===== src/rtl/rf_pkg.sv =====
// ============================================================================
// Module   : rf_pkg
// Purpose  : Default constants and status-entry type for the dispatch regfile.
// Revision : 1.0 - initial release
// ============================================================================
`default_nettype none

package rf_pkg;

  localparam int RF_DATA_WIDTH = 32;
  localparam int RF_ADDR_WIDTH = 5;
  localparam int RF_TAG_WIDTH  = 4;
  localparam int RF_SP_INDEX   = 2;
  localparam logic [RF_DATA_WIDTH-1:0] RF_SP_RESET = 32'h7FFF_EFFC;

  typedef struct packed {
    logic [RF_DATA_WIDTH-1:0] data;
    logic                     busy;
    logic [RF_TAG_WIDTH-1:0]  tag;
  } rf_entry_t;

endpackage

`default_nettype wire


===== src/rtl/rf_status_entry.sv =====
// ============================================================================
// Module   : rf_status_entry
// Purpose  : One architectural register with busy bit and producer tag.
// Revision : 1.0 - initial release
// ============================================================================
`default_nettype none

module rf_status_entry
  import rf_pkg::*;
#(
  parameter int DATA_WIDTH = RF_DATA_WIDTH,
  parameter int TAG_WIDTH  = RF_TAG_WIDTH
) (
  input  logic                  clk,
  input  logic                  rst_n,
  input  logic [DATA_WIDTH-1:0] rst_data,
  input  logic                  disp_set,
  input  logic [TAG_WIDTH-1:0]  disp_tag,
  input  logic                  cdb_valid,
  input  logic [TAG_WIDTH-1:0]  cdb_tag,
  input  logic [DATA_WIDTH-1:0] cdb_data,
  input  logic                  flush,
  output logic [DATA_WIDTH-1:0] data,
  output logic                  busy,
  output logic [TAG_WIDTH-1:0]  tag
);

  logic [DATA_WIDTH-1:0] r_data;
  logic                  r_busy;
  logic [TAG_WIDTH-1:0]  r_tag;
  logic                  w_match;

  assign w_match = r_busy && cdb_valid && (r_tag == cdb_tag);

  // Data follows the CDB even when flush or a new reservation claims busy/tag.
  always_ff @(posedge clk or negedge rst_n) begin
    if (!rst_n) begin
      r_data <= rst_data;
      r_busy <= 1'b0;
      r_tag  <= '0;
    end else begin
      if (w_match)
        r_data <= cdb_data;
      if (flush) begin
        r_busy <= 1'b0;
      end else if (disp_set) begin
        r_busy <= 1'b1;
        r_tag  <= disp_tag;
      end else if (w_match) begin
        r_busy <= 1'b0;
      end
    end
  end

  assign data = r_data;
  assign busy = r_busy;
  assign tag  = r_tag;

endmodule

`default_nettype wire


===== src/rtl/rf_status_regfile.sv =====
// ============================================================================
// Module   : rf_status_regfile
// Purpose  : Tomasulo status register file, two read ports with CDB bypass.
// Revision : 1.0 - initial release
// ============================================================================
`default_nettype none

module rf_status_regfile
  import rf_pkg::*;
#(
  parameter int                  DATA_WIDTH = RF_DATA_WIDTH,
  parameter int                  ADDR_WIDTH = RF_ADDR_WIDTH,
  parameter int                  TAG_WIDTH  = RF_TAG_WIDTH,
  parameter int                  SP_INDEX   = RF_SP_INDEX,
  parameter logic [DATA_WIDTH-1:0] SP_RESET = RF_SP_RESET,
  parameter int                  ZERO_REG   = 1,
  localparam int                 NUM_REGS   = 2**ADDR_WIDTH
) (
  input  logic                  clk,
  input  logic                  rst_n,
  input  logic [ADDR_WIDTH-1:0] rs_addr,
  output logic [DATA_WIDTH-1:0] rs_data,
  output logic                  rs_busy,
  output logic [TAG_WIDTH-1:0]  rs_tag,
  input  logic [ADDR_WIDTH-1:0] rt_addr,
  output logic [DATA_WIDTH-1:0] rt_data,
  output logic                  rt_busy,
  output logic [TAG_WIDTH-1:0]  rt_tag,
  input  logic                  disp_en,
  input  logic [ADDR_WIDTH-1:0] disp_rd,
  input  logic [TAG_WIDTH-1:0]  disp_tag,
  input  logic                  cdb_valid,
  input  logic [TAG_WIDTH-1:0]  cdb_tag,
  input  logic [DATA_WIDTH-1:0] cdb_data,
  input  logic                  flush,
  output logic [NUM_REGS-1:0]   busy_vec
);

  logic [DATA_WIDTH-1:0] w_data [NUM_REGS];
  logic [TAG_WIDTH-1:0]  w_tag  [NUM_REGS];
  logic [NUM_REGS-1:0]   w_busy;

  for (genvar i = 0; i < NUM_REGS; i++) begin : g_reg
    if (ZERO_REG != 0 && i == 0) begin : g_zero
      assign w_data[i] = '0;
      assign w_busy[i] = 1'b0;
      assign w_tag[i]  = '0;
    end else begin : g_entry
      localparam logic [DATA_WIDTH-1:0] c_rst_data = (i == SP_INDEX) ? SP_RESET : '0;
      logic w_disp_set;

      assign w_disp_set = disp_en && (disp_rd == ADDR_WIDTH'(i));

      rf_status_entry #(
        .DATA_WIDTH (DATA_WIDTH),
        .TAG_WIDTH  (TAG_WIDTH)
      ) u_entry (
        .clk       (clk),
        .rst_n     (rst_n),
        .rst_data  (c_rst_data),
        .disp_set  (w_disp_set),
        .disp_tag  (disp_tag),
        .cdb_valid (cdb_valid),
        .cdb_tag   (cdb_tag),
        .cdb_data  (cdb_data),
        .flush     (flush),
        .data      (w_data[i]),
        .busy      (w_busy[i]),
        .tag       (w_tag[i])
      );
    end
  end

  // A busy operand whose producer broadcasts this cycle is served from the CDB.
  always_comb begin
    rs_data = w_data[rs_addr];
    rs_busy = w_busy[rs_addr];
    rs_tag  = w_tag[rs_addr];
    if (w_busy[rs_addr] && cdb_valid && (w_tag[rs_addr] == cdb_tag)) begin
      rs_busy = 1'b0;
      rs_data = cdb_data;
    end
  end

  always_comb begin
    rt_data = w_data[rt_addr];
    rt_busy = w_busy[rt_addr];
    rt_tag  = w_tag[rt_addr];
    if (w_busy[rt_addr] && cdb_valid && (w_tag[rt_addr] == cdb_tag)) begin
      rt_busy = 1'b0;
      rt_data = cdb_data;
    end
  end

  assign busy_vec = w_busy;

endmodule

`default_nettype wire

===== config.mk =====
export PLATFORM = sky130hd
export DESIGN_NAME = rf_status_regfile
export DESIGN_NICKNAME = d
export VERILOG_FILES = /design/src/rtl/rf_pkg.sv /design/src/rtl/rf_status_entry.sv /design/src/rtl/rf_status_regfile.sv
export SDC_FILE = /design/constraint.sdc
export NUM_CORES = 2
export LEC_CHECK = 0
export ABC_CLOCK_PERIOD_IN_PS = 6100
export CAP_MARGIN = 20
export CORE_ASPECT_RATIO = 1.1
export CORE_MARGIN = 3
export CORE_UTILIZATION = 45
export CTS_BUF_LIST = sky130_fd_sc_hd__clkbuf_8 sky130_fd_sc_hd__clkbuf_16
export CTS_CLUSTER_SIZE = 25
export DETAILED_ROUTE_END_ITERATION = 8
export SKIP_LAST_GASP = 1
export SLEW_MARGIN = 40
export SYNTH_ARGS = -nofsm -noshare
export SYNTH_HDL_FRONTEND = slang
export SYNTH_SLANG_ARGS = --single-unit
export TNS_END_PERCENT = 10

===== constraint.sdc =====
create_clock -name clk -period 6.1 [get_ports clk]
set_input_delay 0.915 -clock clk [delete_from_list [all_inputs] [get_ports clk]]
set_output_delay 0.915 -clock clk [all_outputs]
set_load 0.005 [all_outputs]

Yosys cells after proc, flatten, opt, wreduce, memory -nomap -nowiden --
Cells that the tools add are included. W data, S select, Z words.
Word-level totals: input port bits 60, word-level logic and storage cells 436, flip-flop bits (word level) 1147
Cells by class: equality and inequality tests 64, bitwise operators 3, mux-type cells 113, order comparisons 4, reductions and logical operators 159
Operators by type and width (count):
- $bmux W32 S5 | 2
- $mux W32 | 6
- $eq A4 B4 Y1 | 33
- $logic_and A1 B1 Y1 | 97
- $mux W1 | 97
- $reduce_bool A3 Y1 | 31
- $eq A5 B5 Y1 const B | 16
- $reduce_and A2 Y1 | 31
- $bmux W4 S5 | 2
- $eq A5 B4 Y1 const B | 8
- $eq A5 B3 Y1 const B | 4
- $mux W4 | 4
- $ge A6 B6 Y1 const B | 2
- $lt A5 B6 Y1 const B | 2
- $not A5 Y6 | 2
- $bmux W1 S5 | 2
- $eq A5 B2 Y1 const B | 2
- $eq A5 B1 Y1 const B | 1
- $not A1 Y1 | 1

Logic depth before layout (Yosys ltp) --
depth after elaboration 7, mapped depth 13, depth with buffers taken out 8

Worst setup path before layout --
Ideal clock, no wire load.
path kind input port to output port, start input port rt_addr[1], end output port rt_data[0], data required time 5.185 ns, cell stages on the path 9, buffers on the path 5, setup slack 1.504 ns, data arrival time 3.681 ns, path through buf_2 buf_2 buf_1 buf_1 clkbuf_1 mux4_2 mux4_2 mux2_2 mux2_2
On the way: word-level cells in the longest chain between the ends 7, elaborated cells between the ends (all ways) 13, those cells by class eq/ne (1); mux (9); bitwise (1); reduce/logical (2)
Ends and longest elaborated chain:
- start, declared | RTL line rf_status_regfile.sv:25 | input logic [ADDR_WIDTH-1:0] rt_addr,
- $not A5 Y6 (not written as such) | RTL line rf_status_regfile.sv:86, rf_status_regfile.sv:89
- $bmux W4 S5 | RTL line rf_status_regfile.sv:89 | if (w_busy[rt_addr] && cdb_valid && (w_tag[rt_addr] == cdb_tag)) begin
- $mux W4 (not written as such) (2 in a row) | RTL line rf_status_regfile.sv:89
- $eq A4 B4 Y1 | RTL line rf_status_regfile.sv:89
- $logic_and A1 B1 Y1 | RTL line rf_status_regfile.sv:89
- $mux W32 (*) | RTL line rf_status_regfile.sv:89
- end, declared | RTL line rf_status_regfile.sv:26 | output logic [DATA_WIDTH-1:0] rt_data,
Every way passes the cells marked *; elsewhere a longest branch is shown, timed or not. The select of a mux whose other input is x is not followed.

Worst setup path after layout --
start input port rs_addr[0], end output port rs_data[18]
On the way: word-level cells in the longest chain between the ends 7, elaborated cells between the ends (all ways) 13, those cells by class eq/ne (1); mux (9); bitwise (1); reduce/logical (2)
Ends and longest elaborated chain:
- start, declared | RTL line rf_status_regfile.sv:21 | input logic [ADDR_WIDTH-1:0] rs_addr,
- $not A5 Y6 (not written as such) | RTL line rf_status_regfile.sv:76, rf_status_regfile.sv:79
- $bmux W4 S5 | RTL line rf_status_regfile.sv:79 | if (w_busy[rs_addr] && cdb_valid && (w_tag[rs_addr] == cdb_tag)) begin
- $mux W4 (not written as such) (2 in a row) | RTL line rf_status_regfile.sv:79
- $eq A4 B4 Y1 | RTL line rf_status_regfile.sv:79
- $logic_and A1 B1 Y1 | RTL line rf_status_regfile.sv:79
- $mux W32 (*) | RTL line rf_status_regfile.sv:79
- end, declared | RTL line rf_status_regfile.sv:22 | output logic [DATA_WIDTH-1:0] rs_data,
Marked as above.

==> metrics.cfg <==
[outcome]
status = finished, final reports clean

[sta]
timing_limited_maximum_frequency_mhz = 182
drv_slew = 0
fin_skew_ns = 0.0208
layout_worst_path_cycle_share_pct = 90.1
hold_violation_count_in_the_final_report = 0
worst_hold_slack_ns = 0.112
timing.slew.headroom_pct = 39.6
period_needed_ns = 5.49
setup_tns_ns = 0
timing_worst_slew_pin_value_ns = 0.906
rsz0062_at_grt = false
final_count_of_negative_setup_slack_endpoints = 0

[synthesis]
synth-adder-area-share_pct = 0
synth_async_sr_flop_share_pct = 100
yosysWarningCount = 0
synth.net_count = 4176
number_of_instances_in_the_synthesized_netlist = 4116
synth_sequential_area_ratio_pct = 45.1
synth_area_leader_cell = dfrtp_1
synth_xor_area_share_pct = 1.81
synth_top_family_by_area = multiplexers
synth_cell_type_count = 62
netlist_top_cells_count = mux2_2, dfrtp_1, mux4_2
syn_area_um2 = 63700
synth_flop_cell = dfrtp_1
post_synth_main_area_contributors = dfrtp_1, mux2_2, mux4_2, clkbuf_1, xor2_1
area_share_of_the_largest_cell_type_after_synthesis_pct = 44.0
yosys-mux-area-fraction_pct = 46.4
postSynthRegisterBits = 1147
synthMostInstantiatedCell = mux2_2
post_synth_and_or_nand_nor_area_fraction_pct = 1.90
syn_avg_cell_area_um2 = 15.5
synth_edf_count = 0
compound_cell_area_share_of_the_yosys_netlist_pct = 1.63

[hold_path]
worst_hold_path_type = in -> async

[power]
power_frac_seq_pct = 45.8
swShare_pct = 25.4
share_clk_of_total_power_pct = 44.0
p_int_mw = 13.3
static-leakage-power_nw = 33.0
power_dens_cells_nw_per_um2 = 250
netSwitchingPower_mw = 4.52
combPwrFrac_pct = 10.2
worst_ir_drop_vdd_uv = 331

[worst_setup_path]
critical_path.top_delay_family = buffers and inverters
reg2reg_launch_point = g_reg[14].g_entry.u_entry.tag[3]$_DFFE_PN0P_
cp_cell_sequence = buf_8 -> buf_4 -> buf_4 -> mux4_2 -> mux4_2 -> mux2_2 -> mux2_4 -> clkdlybuf4s50_1
timing.critical_path.required_ns = 5.18
critPathKind = in -> out
worst_setup_path_start_kind = input port
ff2ff_path_depth = 5
reg2reg_setup_slack_ns = 3.93
timing.critical_path.slowest_stage_cell = mux4_2
reg2reg_to = g_reg[14].g_entry.u_entry.data[16]$_DFFE_PN0P_
critical_path.endpoint_type = primary output
worstPathArrival_ns = 4.58
critical-path-max-stage-delay_ns = 0.58
critical_path_peak_fanout = 45
critPathBufInv = 4

[global_routing]
grt_util_all_layers_pct = 27.2
globalRouteOverflowTotal = 0
grt_pass1_vias = 40558
antenna_found_initial = 2
grt_max_degree = 142
wire_length_of_the_first_global_routing_pass_mm = 290

[finish]
multi_input_area_um2 = 33000
fin_area_um2 = 71200
layout_overhead_on_the_synthesized_area_pct = 11.7
final_layout_size_suffix_gt1_share_pct = 55.5
fillerInstances = 11788
diodes = 0
sequential_cell_area_um2 = 28700
nNetsFinal = 4142

[die]
boundaryPins = 166
initial_core_util_pct = 45.4
die_span_y_um = 401
floorplan.rows = 144
floorplan.die_area_um2 = 146000
design.core.area_um2 = 140000
die_x_um = 365

[cts]
post_cts.resized_instances = 0
cts_buffer_depth = 3
cts.hold.buffers_added = 0
tritoncts_clock_tree = yes
cts-root-buf = clkbuf_16
cts-buffers-inserted = 131
ctsHtreeMaxLevel = 4
clk_pin_slew_worst_paths_ns = 0.06
post-cts-setup-buffers = 0
worst_skew_pair.late_latency_ns = 0.77
clock_sink_count = 1147

[placed_design]
placer_s_final_routability_congestion_estimate = 0.905
placement.io_buffers = 164
postPlaceCellArea_um2 = 66900
place.detailed.hpwl_mm = 109

[detailed_routing]
first_pass_iters = 5
routed_via_density = 6.46
wl_per_cell_um = 32.5
final_antenna_net_count = 0
dr.first_iter.drc_count = 2998
vias = 38886
routed_wl_mm = 196
detail_route.drc_violations = 0

[job]
timing.max_cap.violations = 0

[through the flow]
step           util (%)  total power [mW]  instances  setup slack [ns]
5_1_grt            50.7              18.5       6015             0.413
2_1_floorplan         -              9.36       4116              1.50
3_5_place_dp       47.6              10.1       5773             0.526
6_report           50.7              17.8       6015             0.606
4_1_cts            50.7              18.0       6014             0.519
3_3_place_gp       47.5              10.1       5768             0.599
[power by group through the flow]
stage | Clock (mW) | Combinational [mW] | Sequential [mW]
2_1_floorplan | 0 | 1.19 | 8.17
3_3_place_gp | 0 | 1.80 | 8.27
3_5_place_dp | 0 | 1.82 | 8.27
4_1_cts | 8.02 | 1.83 | 8.14
5_1_grt | 8.33 | 1.95 | 8.17
6_report | 7.83 | 1.81 | 8.14
[cell families (layout without fill, tap and decap cells)]
logic type	count (synthesis)	in the layout
buf+inv	459	533
compound gates	142	142
mux	1989	1989
simple gates	246	246
other cells	1	1
flops	1147	1147
xor+xnor	132	132
[layout make-up]
cell class	count	area share, %
multi-input combinational	2510	46.3
sequential	1147	40.4
clock buffer	159	5.24
timing repair buffer	286	4.06
tap	1825	3.21
clock inverter	82	0.768
inverter	6	0.0404
[cell usage in the layout (no fill, tap or decap), types with 6 or more instances in the layout]
master	n
mux2_2	1261
dfrtp_1	1119
mux4_2	627
clkbuf_16	137
clkdlybuf4s50_1	126
xor2_1	98
nand2_1	77
buf_4	70
mux2i_1	68
inv_1	56
nand4_1	42
o21ai_0	39
nor2_1	35
nor3_1	35
xnor2_1	34
buf_6	32
a22o_1	31
mux2_4	29
buf_2	29
dfstp_2	28
clkbuf_8	22
nand3_1	21
a31o_2	21
buf_12	18
clkinv_2	14
a22oi_1	10
nand2b_1	10
nor2b_1	9
o22ai_1	7
inv_6	7
a21oi_1	6
buf_16	6
[metal layers]
layer,track usage (%),vias up,part of all wire [%]
li1,-,15875,-
met2,44.3,1198,49
met4,8.94,0,3.4
met5,0,-,0
met1,37.3,21455,42
met3,4.30,358,5.2
[worst max path at each step]
| stage | cells past startpoint | startpoint | end | slack (ns) |
|---|---|---|---|---|
| floorplan | 9 | rt_addr[1] | rt_data[0] | 1.50 |
| global placement | 8 | rs_addr[0] | rs_data[18] | 0.60 |
| detailed placement | 8 | rs_addr[0] | rs_data[28] | 0.53 |
| CTS | 8 | rs_addr[0] | rs_data[28] | 0.52 |
| global route | 8 | rs_addr[0] | rs_data[18] | 0.41 |
| finish | 8 | rs_addr[0] | rs_data[18] | 0.61 |
[sequential cells by signal, summed over array words and instances, names as in the netlist]
name	count
g.g_entry.u_entry.busy	31
g.g_entry.u_entry.data	992
g.g_entry.u_entry.tag	124
[worst register-to-register path, delay by kind of cell (launching register included)]
| family | cells | cell delay (ns) |
|---|---|---|
| xor+xnor | 1 | 0.18 |
| buf+inv | 1 | 0.44 |
| flops | 1 | 0.43 |
| mux | 1 | 0.37 |
| simple gates | 2 | 0.62 |
(Power assumes the default switching activity.)
